### src/rtl/hilo_muldiv_unit.sv
// HI/LO multiply/divide unit: single-cycle MULT/MULTU, 32-step restoring DIV/DIVU.
// Produces {hi, lo} with a one-cycle valid pulse; busy covers every non-IDLE state.
module hilo_muldiv_unit #(
  parameter int DIV_ITERS = 32
) (
  input  logic        clk,
  input  logic        rst,
  input  logic        start,
  input  logic [1:0]  op,
  input  logic [31:0] a,
  input  logic [31:0] b,
  input  logic        cancel,
  output logic        busy,
  output logic        valid,
  output logic [31:0] hi,
  output logic [31:0] lo,
  output logic [1:0]  dbg_state
);

  // Handshake: start is taken only in IDLE with cancel low; the result is
  // announced by a single-cycle valid pulse and no backpressure exists.
  typedef enum logic [1:0] {
    S_IDLE = 2'd0,
    S_MUL  = 2'd1,
    S_DIV  = 2'd2,
    S_DONE = 2'd3
  } state_t;

  localparam int CW = $clog2(DIV_ITERS);
  localparam logic [CW-1:0] LAST_ITER = CW'(DIV_ITERS - 1);

  state_t        state;
  logic [1:0]    op_r;
  logic [31:0]   a_r;
  logic [31:0]   b_r;
  logic [31:0]   rem;
  logic [31:0]   quo;
  logic [31:0]   dvsr;
  logic          q_neg;
  logic          r_neg;
  logic          div_zero;
  logic [CW-1:0] count;

  logic          is_signed_div;
  logic [31:0]   mag_a;
  logic [31:0]   mag_b;
  logic [63:0]   ext_a;
  logic [63:0]   ext_b;
  logic [63:0]   prod;
  logic [32:0]   rem_sh;
  logic [32:0]   diff;
  logic [31:0]   step_rem;
  logic [31:0]   step_quo;
  logic [31:0]   fin_rem;
  logic [31:0]   fin_quo;

  assign dbg_state = state;

  always_comb begin
    is_signed_div = ~op[0];
    mag_a = (is_signed_div && a[31]) ? (~a + 32'd1) : a;
    mag_b = (is_signed_div && b[31]) ? (~b + 32'd1) : b;
  end

  // The low 64 bits of the extended product are exact for both signednesses.
  always_comb begin
    ext_a = op_r[0] ? {32'b0, a_r} : {{32{a_r[31]}}, a_r};
    ext_b = op_r[0] ? {32'b0, b_r} : {{32{b_r[31]}}, b_r};
    prod  = ext_a * ext_b;
  end

  // One restoring step: rem < dvsr keeps the 33-bit difference in signed range.
  always_comb begin
    rem_sh = {rem, quo[31]};
    diff   = rem_sh - {1'b0, dvsr};
    if (!diff[32]) begin
      step_rem = diff[31:0];
      step_quo = {quo[30:0], 1'b1};
    end else begin
      step_rem = rem_sh[31:0];
      step_quo = {quo[30:0], 1'b0};
    end
    fin_quo = q_neg ? (~step_quo + 32'd1) : step_quo;
    fin_rem = r_neg ? (~step_rem + 32'd1) : step_rem;
  end

  always_ff @(posedge clk) begin
    if (rst) begin
      state    <= S_IDLE;
      busy     <= 1'b0;
      valid    <= 1'b0;
      hi       <= '0;
      lo       <= '0;
      count    <= '0;
      op_r     <= '0;
      a_r      <= '0;
      b_r      <= '0;
      rem      <= '0;
      quo      <= '0;
      dvsr     <= '0;
      q_neg    <= 1'b0;
      r_neg    <= 1'b0;
      div_zero <= 1'b0;
    end else begin
      valid <= 1'b0;
      case (state)
        S_IDLE: begin
          if (start && !cancel) begin
            op_r     <= op;
            a_r      <= a;
            b_r      <= b;
            rem      <= '0;
            quo      <= mag_a;
            dvsr     <= mag_b;
            q_neg    <= is_signed_div & (a[31] ^ b[31]);
            r_neg    <= is_signed_div & a[31];
            div_zero <= (b == 32'd0);
            count    <= '0;
            busy     <= 1'b1;
            state    <= op[1] ? S_DIV : S_MUL;
          end
        end
        S_MUL: begin
          if (cancel) begin
            busy  <= 1'b0;
            state <= S_IDLE;
          end else begin
            {hi, lo} <= prod;
            valid    <= 1'b1;
            state    <= S_DONE;
          end
        end
        S_DIV: begin
          if (cancel) begin
            busy  <= 1'b0;
            state <= S_IDLE;
          end else if (div_zero) begin
            hi    <= a_r;
            lo    <= 32'hFFFF_FFFF;
            valid <= 1'b1;
            state <= S_DONE;
          end else begin
            rem   <= step_rem;
            quo   <= step_quo;
            count <= count + 1'b1;
            if (count == LAST_ITER) begin
              hi    <= fin_rem;
              lo    <= fin_quo;
              valid <= 1'b1;
              state <= S_DONE;
            end
          end
        end
        S_DONE: begin
          busy  <= 1'b0;
          state <= S_IDLE;
        end
        default: begin
          busy  <= 1'b0;
          state <= S_IDLE;
        end
      endcase
    end
  end

endmodule

### config.mk
export PLATFORM = sky130hd
export DESIGN_NAME = hilo_muldiv_unit
export DESIGN_NICKNAME = d
export VERILOG_FILES = /design/src/rtl/hilo_muldiv_unit.sv
export SDC_FILE = /design/constraint.sdc
export NUM_CORES = 2
export LEC_CHECK = 0
export CORE_MARGIN = 3
export CORE_UTILIZATION = 50
export DETAILED_ROUTE_END_ITERATION = 8
export HOLD_SLACK_MARGIN = 0.15
export PLACE_DENSITY_LB_ADDON = 0.05
export SYNTH_ARGS = -nofsm -noshare
export SYNTH_HDL_FRONTEND = slang
export SYNTH_SLANG_ARGS = --single-unit
### constraint.sdc
create_clock -name clk -period 10.61 [get_ports clk]
set_input_delay 1.5915 -clock clk [delete_from_list [all_inputs] [get_ports clk]]
set_output_delay 1.5915 -clock clk [all_outputs]
set_load 0.01 [all_outputs]
==> metrics.cfg <==
[outcome]
status=complete, no violations

[cells_and_area]
area_growth_pct=6.34
instances_no_fill=8556
drive_gt1_frac=0.0355
num-fill-cells=11700
final_nets=8754
final_area_sq_um=66000
fin_util=0.539

[setup_path]
critical_path_class=reg -> reg
cpMaxStageDelayCell=fa_1
worstSetupStartpoint=b_r[31]
critPathMaxStageDelay_ns=0.78
critPathRequiredTime_ns=11.03
crit_family=adder cells
start_kind=register
cp_data_arrival_time_ns=10.35
path_buf_inv=8
cp_max_fo=7
path_common_cell=fa_1
worstReg2RegStart=b_r[31]
worstSetupEndpointType=register

[logic_synthesis]
synth_area_leader_cell=fa_1
synth.most_common_cell=inv_1
synth_seq_area_share=0.0761
synth_top_area_frac=0.458
synth_edf_count=0
synth_cell_types=94
synth_nets=8819
yosysWarnings=0
async_flop_share=0
synthCells=6980
synth_commonest_cells=inv_1 (1584), fa_1 (1420), nand2_1 (860), and2_1 (594), ha_1 (349)
syn_avg_cell_area_sq_um=8.90
netlist_area_sq_um=62100
ys_ff_latch=236
synthTopCellsByArea=fa_1 (46%), inv_1 (9.6%), dfxtp_1 (7.6%), ha_1 (7.0%), and2_1 (6.0%)
synth-main-ff-cell=dfxtp_1

[clock_network]
cts_hold_buf=0
postCtsSetupBuffers=0
cts_root_buf=clkbuf_16
clk_pin_slew_ns=0.09
clkSinkCount=236
cts.path.max_buffers=3
postCtsResizedCells=0
cts_tree=built
cts_made_buffers=26
h-tree-depth=1
clk_latency_ns=0.59

[placed_design]
placed_cell_area_sq_um=65200
hpwl_microns=165000
globalplace.congestion=0.931
dp_cells=8512
io_buffers=137

[grt]
top_usage_layer=met2
grt_pass1_wl_microns=307000
grt_pass1_vias=50800
globalRouteMet2Util=0.572
antenna_found_initial=4
grt-ovfl-total=0
use_met1=0.393
track_usage=0.318
grt_use_met3=0.0244
grt_start_max_net_pins=182

[floorplan]
core_sq_um=123000
dieArea_sq_um=128000
initial_utilization=0.507
row_count=128
die_w_microns=358
die_height_microns=358
io_pins=138

[worst_hold_path]
min_path_type=reg -> reg
min_from=lo[17]

[routing]
drtPass1Iterations=6
drc_errors=0
viasPerCell=5.53
ant_nets=0
wl_microns=197000
num_vias=47300
first_iter_violations=3179
drt-wirelength-per-cell_microns=23.1

[sta]
finalCritPeriodShare=0.936
skew_ns=0.0317
slew_headroom=0.208
setup_viol=0
fmax_ghz=0.101
finalMaxSlewViolations=0
rsz0062_at_grt=no
tns_ns=0
worstMarginPinSlew_ns=1.18
hold_viol=0
period_needed_ns=9.93

[job]
cap_violations=0

[pwr]
ir_drop_mv=0.117
powerDensity_nw_per_um2=93.4
fin_total_pwr_uw=6170
p_leak_uw=0.0328

[registers in the layout, indices dropped and copies added (netlist names), 2 cells and up]
| signal | flops |
|---|---|
| a_r | 32 |
| b_r | 32 |
| hi | 32 |
| lo | 32 |
| quo | 32 |
| rem | 32 |
| dvsr | 31 |
| count | 5 |
| dbg_state | 2 |
[logic make-up (layout without fill, tap and decap cells)]
family	Yosys count	after routing	synth area share
AOI/OAI and AO/OA	805	805	0.0848
and+or+nand+nor	1935	1935	0.152
adders and majority gates	1772	1772	0.528
other	0	1	0
buffers and inverters	1954	1904	0.119
xor gates and xnor gates	247	247	0.0348
muxes	31	31	0.00530
DFF	236	236	0.0761
[per-layer routing]
metal | part of all wire | routed length (microns)
met1 | 0.38 | 75500
met2 | 0.52 | 103000
met3 | 0.044 | 8710
met4 | 0.053 | 10500
met5 | 0.000066 | 13
[area by class of cell]
cell class / instances / area [sq um] / area share
well taps: 1625 / 2030 / 0.0308
diodes: 1 / 2.50 / 0.0000379
clock inverters: 7 / 103 / 0.00155
clock buffers: 36 / 718 / 0.0109
multi-input cells: 4790 / 50100 / 0.758
flip-flops and latches: 236 / 4730 / 0.0717
repair buffers: 273 / 2440 / 0.0370
inverters: 1588 / 5960 / 0.0902
[through the flow]
step / worst slack (ns) / hold slack [ns]
floorplan: 1.31 / 0.432
global placement: 0.697 / 0.434
detailed placement: 0.508 / 0.443
CTS: 0.472 / 0.452
global route: 0.186 / 0.468
finish: 0.684 / 0.450
[worst min-delay path, cell delays in order, from the launching register on]
cell and delay (ns):
dfxtp_1 0.32, nand2_1 0.05, nand2_1 0.04
[placed cells by master, fill, tap and decap left out, types with 26 or more instances in the layout]
master and n:
nand3_1 65, xor2_1 84, xnor2_1 163, nand2_1 859, nor2_1 194, clkbuf_16 26, o21ai_0 115, clkdlybuf4s50_1 136
dfxtp_1 229, nor3_1 49, a21oi_1 269, o31ai_1 32, ha_1 348, fa_1 1420, a31oi_1 49, a21o_1 66
a22oi_1 30, a211oi_1 46, buf_4 132, inv_1 1584, and2_1 594
[power breakdown]
group,internal (uW),total [uW],switching [uW]
sequential,1020,1250,233
clock,520,955,435
combinational,1380,3960,2580
[worst paths after layout]
kind	cells past startpoint	to	slack (ns)
setup / recovery	33	hi[26]	0.68
hold / removal	2	lo[17]	0.45
setup reg to reg	33	hi[26]	0.68
hold reg to reg	2	lo[17]	0.45
Power figures use the tool's default switching activity.
